**src/rtl/exm_stack_unit.sv**
```systemverilog
// exm_stack_unit: hardware stack engine that pushes/pops single words or
// multi-word PCs (with optional {Z,N,C} flag packing) to a word memory.
//
// Optional feature: define EXM_STACK_GUARD_EN to enable stack bound checks
// (push needs SP-n+1 >= STACK_LIMIT, pop needs SP+n <= SP_INIT). Without it
// no checks are made, SP wraps freely and o_error stays 0.
//
// Ports:
//   i_clk, i_reset          clock, async active-low reset
//   i_valid/o_ready         request handshake; i_op 00 push word, 01 pop word,
//                           10 push PC, 11 pop PC
//   i_data, i_pc            push payloads; i_flags_en/i_flags save/restore flags
//   o_mem_*/i_mem_rdata     word memory port, read data one cycle after o_mem_re
//   o_done, o_error         completion pulse and bound violation
//   o_data, o_pc, o_flags   popped results (held), o_flags_valid with o_done
//   o_sp                    current stack pointer
module exm_stack_unit #(
  parameter int unsigned     DATA_W      = 16,
  parameter int unsigned     ADDR_W      = 16,
  parameter int unsigned     PC_W        = 32,
  parameter logic [ADDR_W-1:0] SP_INIT   = ADDR_W'('h07FF),
  parameter logic [ADDR_W-1:0] STACK_LIMIT = ADDR_W'('h0400)
) (
  input  logic              i_clk,
  input  logic              i_reset,
  input  logic              i_valid,
  input  logic [1:0]        i_op,
  input  logic [DATA_W-1:0] i_data,
  input  logic [PC_W-1:0]   i_pc,
  input  logic              i_flags_en,
  input  logic [2:0]        i_flags,
  output logic              o_ready,
  output logic [ADDR_W-1:0] o_mem_addr,
  output logic [DATA_W-1:0] o_mem_wdata,
  output logic              o_mem_we,
  output logic              o_mem_re,
  input  logic [DATA_W-1:0] i_mem_rdata,
  output logic              o_done,
  output logic              o_error,
  output logic [DATA_W-1:0] o_data,
  output logic [PC_W-1:0]   o_pc,
  output logic [2:0]        o_flags,
  output logic              o_flags_valid,
  output logic [ADDR_W-1:0] o_sp
);

  localparam int unsigned NW = PC_W / DATA_W;
  localparam int unsigned CW = $clog2(NW + 1);
  localparam int unsigned GW = ADDR_W + 2;
`ifdef EXM_STACK_GUARD_EN
  localparam bit GUARD_EN = 1'b1;
`else
  localparam bit GUARD_EN = 1'b0;
`endif

  typedef enum logic [2:0] {S_IDLE, S_PUSH, S_POP, S_DRAIN, S_DONE} state_t;

  state_t            state_q, state_d;
  logic [ADDR_W-1:0] sp_d;
  logic [CW-1:0]     cnt_q, cnt_d;
  logic [CW-1:0]     cap_q, cap_d;
  logic [1:0]        op_q, op_d;
  logic              fen_q, fen_d;
  logic [PC_W-1:0]   pc_q, pc_d;
  logic [PC_W-1:0]   acc_q, acc_d;
  logic              rd_pend_q;

  logic              ready_d, we_d, re_d, done_d, err_d, fv_d;
  logic [ADDR_W-1:0] addr_d;
  logic [DATA_W-1:0] wdata_d, data_d;
  logic [PC_W-1:0]   pcout_d;
  logic [2:0]        flags_d;

  logic [CW-1:0]     n_req;
  logic [CW-1:0]     wsel;
  logic [PC_W-1:0]   pc_flagged;
  logic [PC_W-1:0]   pop_full;
  logic              push_ok, pop_ok;

  // State and registered outputs
  always_ff @(posedge i_clk or negedge i_reset) begin
    if (!i_reset) begin
      state_q       <= S_IDLE;
      o_sp          <= SP_INIT;
      cnt_q         <= '0;
      cap_q         <= '0;
      op_q          <= '0;
      fen_q         <= 1'b0;
      pc_q          <= '0;
      acc_q         <= '0;
      rd_pend_q     <= 1'b0;
      o_ready       <= 1'b1;
      o_mem_addr    <= '0;
      o_mem_wdata   <= '0;
      o_mem_we      <= 1'b0;
      o_mem_re      <= 1'b0;
      o_done        <= 1'b0;
      o_error       <= 1'b0;
      o_data        <= '0;
      o_pc          <= '0;
      o_flags       <= '0;
      o_flags_valid <= 1'b0;
    end else begin
      state_q       <= state_d;
      o_sp          <= sp_d;
      cnt_q         <= cnt_d;
      cap_q         <= cap_d;
      op_q          <= op_d;
      fen_q         <= fen_d;
      pc_q          <= pc_d;
      acc_q         <= acc_d;
      rd_pend_q     <= o_mem_re;
      o_ready       <= ready_d;
      o_mem_addr    <= addr_d;
      o_mem_wdata   <= wdata_d;
      o_mem_we      <= we_d;
      o_mem_re      <= re_d;
      o_done        <= done_d;
      o_error       <= err_d;
      o_data        <= data_d;
      o_pc          <= pcout_d;
      o_flags       <= flags_d;
      o_flags_valid <= fv_d;
    end
  end

  // Next state and next registered output values
  always_comb begin
    state_d = state_q;
    sp_d    = o_sp;
    cnt_d   = cnt_q;
    cap_d   = cap_q;
    op_d    = op_q;
    fen_d   = fen_q;
    pc_d    = pc_q;
    acc_d   = acc_q;
    addr_d  = o_mem_addr;
    wdata_d = o_mem_wdata;
    we_d    = 1'b0;
    re_d    = 1'b0;
    done_d  = 1'b0;
    err_d   = 1'b0;
    fv_d    = 1'b0;
    data_d  = o_data;
    pcout_d = o_pc;
    flags_d = o_flags;

    n_req = i_op[1] ? CW'(NW) : CW'(1);
    wsel  = cnt_q - CW'(1);

    pc_flagged = i_pc;
    if (i_flags_en) pc_flagged[PC_W-1 -: 3] = i_flags;

    // Bounds computed two bits wider so SP near either end cannot alias
    push_ok = !GUARD_EN ||
              ((GW'(o_sp) + GW'(1)) >= (GW'(STACK_LIMIT) + GW'(n_req)));
    pop_ok  = !GUARD_EN ||
              ((GW'(o_sp) + GW'(n_req)) <= GW'(SP_INIT));

    // Final popped value: last word arrives in DRAIN, LS word sits at index 0
    pop_full = acc_q;
    pop_full[32'(cap_q) * DATA_W +: DATA_W] = i_mem_rdata;

    case (state_q)
      S_IDLE: begin
        if (i_valid) begin
          op_d  = i_op;
          fen_d = i_flags_en;
          pc_d  = pc_flagged;
          cap_d = '0;
          acc_d = '0;
          cnt_d = n_req - CW'(1);
          if (!i_op[0]) begin
            if (!push_ok) begin
              state_d = S_DONE;
              done_d  = 1'b1;
              err_d   = 1'b1;
            end else begin
              // First write goes out at the current SP, MS word first
              state_d = S_PUSH;
              addr_d  = o_sp;
              we_d    = 1'b1;
              wdata_d = i_op[1] ? pc_flagged[PC_W-1 -: DATA_W] : i_data;
            end
          end else begin
            if (!pop_ok) begin
              state_d = S_DONE;
              done_d  = 1'b1;
              err_d   = 1'b1;
            end else begin
              state_d = S_POP;
              sp_d    = o_sp + ADDR_W'(1);
              addr_d  = o_sp + ADDR_W'(1);
              re_d    = 1'b1;
            end
          end
        end
      end

      S_PUSH: begin
        sp_d = o_sp - ADDR_W'(1);
        if (cnt_q != '0) begin
          addr_d  = o_sp - ADDR_W'(1);
          we_d    = 1'b1;
          wdata_d = pc_q[32'(wsel) * DATA_W +: DATA_W];
          cnt_d   = cnt_q - CW'(1);
        end else begin
          state_d = S_DONE;
          done_d  = 1'b1;
        end
      end

      S_POP: begin
        // Data from the previous cycle's read is on i_mem_rdata now
        if (rd_pend_q) begin
          acc_d[32'(cap_q) * DATA_W +: DATA_W] = i_mem_rdata;
          cap_d = cap_q + CW'(1);
        end
        if (cnt_q != '0) begin
          sp_d   = o_sp + ADDR_W'(1);
          addr_d = o_sp + ADDR_W'(1);
          re_d   = 1'b1;
          cnt_d  = cnt_q - CW'(1);
        end else begin
          state_d = S_DRAIN;
        end
      end

      S_DRAIN: begin
        state_d = S_DONE;
        done_d  = 1'b1;
        if (op_q[1]) begin
          pcout_d = pop_full;
          if (fen_q) begin
            flags_d                = pop_full[PC_W-1 -: 3];
            pcout_d[PC_W-1 -: 3]   = 3'b000;
            fv_d                   = 1'b1;
          end else begin
            flags_d = 3'b000;
          end
        end else begin
          data_d = i_mem_rdata;
        end
      end

      S_DONE: state_d = S_IDLE;

      default: state_d = S_IDLE;
    endcase

    ready_d = (state_d == S_IDLE);
  end

endmodule

```
**config.mk**
```make
export PLATFORM = sky130hd
export DESIGN_NAME = exm_stack_unit
export DESIGN_NICKNAME = d
export VERILOG_FILES = /design/src/rtl/exm_stack_unit.sv
export SDC_FILE = /design/constraint.sdc
export NUM_CORES = 1
export LEC_CHECK = 0
export BUFFER_PORTS_ARGS = -buffer_cell sky130_fd_sc_hd__buf_2
export CAP_MARGIN = 20
export CORE_UTILIZATION = 25
export CTS_CLUSTER_SIZE = 40
export DETAILED_ROUTE_END_ITERATION = 8
export GPL_TIMING_DRIVEN = 0
export HOLD_SLACK_MARGIN = 0.06
export SLEW_MARGIN = 20
export SYNTH_ARGS = -nofsm -noshare
export SYNTH_HDL_FRONTEND = slang
export SYNTH_SLANG_ARGS = --single-unit
```
**constraint.sdc**
```tcl
create_clock -name i_clk -period 2.3 [get_ports i_clk]
set_input_delay 0.69 -clock i_clk [delete_from_list [all_inputs] [get_ports i_clk]]
set_output_delay 0.69 -clock i_clk [all_outputs]
set_load 0.005 [all_outputs]
```
==> impl_summary.log <==
[metrics] multi-input gate area in the final layout: 3550 um^2
[metrics] post-detailed-route wirelength per cell: 16.5 um
[metrics] share of the clock period used by the worst path after layout: 94.9%
[metrics] number of flops mapped to enable cells by yosys: 0
[metrics] Placed Cells incl. Taps: 1393
[metrics] Worst path max stage delay: 0.50 ns
[metrics] Non-Filler Instances: 1424
[metrics] largest fanout on the critical path: 10
[metrics] switching power: 5370 uW
[metrics] Sinks on Clock Net: 178
[metrics] number of buffers created by CTS: 17
[metrics] Std-Cell Rows: 66
[metrics] fill cell total of the finished layout: 3365
[metrics] Setup violations, final: 0
[metrics] CP max-delay cell: sky130_fd_sc_hd__or4_1
[metrics] synthesized netlist net count: 853
[metrics] relative contribution of combinational cells to total power: 41.4%
[metrics] most common cell after layout, fill and taps aside: sky130_fd_sc_hd__buf_2
[metrics] placeable core region: 32500 um^2
[metrics] min Tclk post-route: 2.18 ns
[metrics] H-tree depth: 4
[metrics] relative slew slack: 41.7%
[metrics] Port Buffer Count: 176
[metrics] ant diodes: 0
[metrics] initial DRC count: 257
[metrics] starting utilization of the core area: 25.4%
[metrics] static leakage power: 0.00472 uW
[metrics] Avg Inst Size Synth: 10.6 um^2
[metrics] Max Cap Viol: 0
[metrics] Area Overhead vs Synth: 27.0%
[metrics] endpoint type of the worst setup path: flop
[metrics] adder and majority gate portion of the synthesized area: 0.911%
[metrics] TritonCTS clock tree: built
[metrics] clock transition at the registers of the reported paths: 0.07 ns
[metrics] net switching share of the total power: 38.0%
[metrics] placed wire-length estimate: 16.9 mm
[metrics] number of flip-flops and latches in the synthesized netlist: 178
[metrics] ANT nets after route: 0
[metrics] vias per std cell: 4.59
[metrics] cells after synthesis: 774
[metrics] proportion of layout cells with a drive suffix above 1: 34.3%
[metrics] commonest non-fill, non-tap cells in the layout: sky130_fd_sc_hd__buf_2, sky130_fd_sc_hd__dfrtp_1, sky130_fd_sc_hd__nand2_1
[metrics] final-report hold violation count: 0
[metrics] buffer cell driving the clock tree root: sky130_fd_sc_hd__clkbuf_16
[metrics] cell internal power dissipation: 8750 uW
[metrics] arrival time reported for the critical path endpoint: 2.53 ns
[metrics] power density over the cells: 1350 nW/um^2
[metrics] distinct cell type count of the synthesized netlist: 56
[metrics] synthesized-area fraction occupied by xor and xnor cells: 3.19%
[metrics] sequential element share of the synthesized area: 54.2%
[metrics] combined flip-flop and latch cell area: 4470 um^2
[metrics] routability congestion estimate: 0.806
[metrics] result of the run: complete, no violations
[metrics] total power: 14100 uW
[metrics] largest net degree at the start of global routing: 93
[metrics] portion of netlist area occupied by mux cells: 10.6%
[metrics] Required @ worst endpoint: 2.64 ns
[metrics] IO Pins: 178
[metrics] Sequential Power Share: 36.9%
[metrics] Clock power frac: 21.7%
[metrics] net count of the finished layout: 1048
[metrics] via count of the routed design: 6536
[metrics] number of global-route vias before repair: 6309
[metrics] overall die height: 184 um
[metrics] final routed wirelength across all metal layers: 23.5 mm
[metrics] total die area: 33700 um^2
[metrics] maximum buffer depth of the clock tree: 2
[metrics] Worst Tran Pin Value: 0.875 ns
[metrics] Primary FF master, synth: sky130_fd_sc_hd__dfrtp_1
[metrics] worst hold margin: 0.252 ns
[metrics] latest clock arrival within the worst-skew pair: 0.44 ns
[metrics] Async S/R FF share, synth: 100%
[metrics] critical path class: reg2reg
[metrics] final-report max-slew violation count: 0
[metrics] Max rail drop VDD: 0.639 mV
[metrics] Fin Clk Skew: 0.0105 ns
[metrics] Critical Path Start Type: flop
[metrics] crit-path cells: buf_2, nor3b_4, o21ai_2, or4_1, and3_1, o31ai_1
[metrics] Fmax: 458 MHz
[metrics] cell area after technology mapping: 8240 um^2
[metrics] min-delay worst type: in2async
[metrics] detailed-router iteration count before antenna repair: 5
[metrics] post-layout util: 32.3%
[metrics] combinational family with the most area after synthesis: compound AO/OA/AOI/OAI gates
[metrics] yosys synthesis warning count: 0
[metrics] GR Util All Layers: 14.0%
[metrics] width of the die: 184 um
[metrics] DR DRC count: 0
[metrics] global-route wire length before repair: 36.1 mm
[metrics] antenna violations before repair: 0
[metrics] synthesized-area fraction occupied by ao, oa, aoi and oai cells: 14.8%
[metrics] grt ovf: 0
[metrics] simple-gate share of the synthesized area: 12.8%
[routing by layer]
metal,up-vias,global-route usage [%],share of wire [%]
met2,184,23.8,49
li1,3116,-,-
met5,-,0,0
met4,0,3.97,1.0
met3,16,3.41,5.4
met1,3220,17.7,45
[cells in the mapped netlist (7+ instances only)]
cell	number	area share, %
sky130_fd_sc_hd__dfstp_2	12	3.8
sky130_fd_sc_hd__clkbuf_1	39	1.8
sky130_fd_sc_hd__nor2b_1	34	2.6
sky130_fd_sc_hd__dfrtp_1	166	50
sky130_fd_sc_hd__xnor2_1	23	2.4
sky130_fd_sc_hd__buf_2	7	0.43
sky130_fd_sc_hd__a31oi_1	16	1.2
sky130_fd_sc_hd__o21ai_0	68	4.1
sky130_fd_sc_hd__mux2_2	63	8.6
sky130_fd_sc_hd__nor2_1	38	1.7
sky130_fd_sc_hd__a21oi_1	42	2.6
sky130_fd_sc_hd__xor2_1	7	0.74
sky130_fd_sc_hd__mux2i_1	16	1.9
sky130_fd_sc_hd__o31ai_1	7	0.64
sky130_fd_sc_hd__a22o_1	32	3.4
sky130_fd_sc_hd__inv_1	15	0.68
sky130_fd_sc_hd__nand3_1	9	0.55
sky130_fd_sc_hd__nand2_1	96	4.4
[metrics by stage]
step | instance area, um^2 | worst slack (ns) | setup TNS (ns)
after detailed placement | 9720 | -0.615 | -35.46
final | 10500 | 0.118 | 0
after global placement | 9680 | -2.49 | -460.87
after CTS | 10400 | -0.0529 | -0.440
after floorplan | 8240 | 0.0621 | 0
after global routing | 10500 | -0.00382 | -0.00382
[state kept, by name, indices dropped and copies added, names as in the netlist, 2 cells and up]
| register | cells |
|---|---|
| acc_q | 32 |
| cap_q | 2 |
| cnt_q | 2 |
| o_data | 16 |
| o_flags | 3 |
| o_mem_addr | 16 |
| o_mem_wdata | 16 |
| o_pc | 32 |
| o_sp | 16 |
| pc_q | 32 |
| state_q | 3 |
[power by group through the flow]
stage / combinational [uW] / sequential (uW) / clock, uW
final: 5840 / 5210 / 3060
after global routing: 6500 / 5390 / 3280
after CTS: 5840 / 5180 / 3140
after detailed placement: 5590 / 5230 / 0
after global placement: 5510 / 5190 / 0
after floorplan: 3400 / 5160 / 0
[cell families after synthesis]
logic type | count (synthesis)
other | 1
and+or+nand+nor | 214
adders and majority gates | 6
buffers and inverters | 71
AOI/OAI and AO/OA | 195
xor gates and xnor gates | 30
DFF | 178
muxes | 79
[critical path: cells and delay by family, from the launching register on]
kind	cells	cell delay (ns)
buffers and inverters	1	0.21
AND/OR/NAND/NOR	3	1.11
flip-flops	1	0.36
AO/OA/AOI/OAI	2	0.41
[final cells by class]
class	instances	area share (%)
multi-input combinational	525	33.9
sequential	178	42.7
buffer	50	2.52
clock buffer	19	4.33
clock inverter	13	1.53
timing repair buffer	181	9.18
inverter	16	0.574
tap	442	5.28
[worst paths after layout]
| path | startpoint | slack (ns) | cells after the start | to |
|---|---|---|---|---|
| min in group i_clk | o_mem_re | 0.37 | 0 | rd_pend_q |
| min | i_reset | 0.25 | 1 | o_data[3] |
| max in group asynchronous | i_reset | 1.15 | 2 | o_sp[5] |
| max | state_q[2] | 0.12 | 6 | o_sp[9] |
| min reg2reg | o_mem_re | 0.37 | 0 | rd_pend_q |
| max reg2reg | state_q[2] | 0.12 | 6 | o_sp[9] |
[what timing repair did]
| item | 4_1_cts | 5_1_grt |
|---|---|---|
| hold buffers | 0 | 0 |
| endpoints found under the hold margin | 0 | 0 |
| resized for setup | 24 | 23 |
| setup buffers | 1 | 3 |
| pin swaps | 0 | 1 |
| setup endpoints to repair | 100 | 87 |
Note: power is estimated with default switching activity, not from simulation.
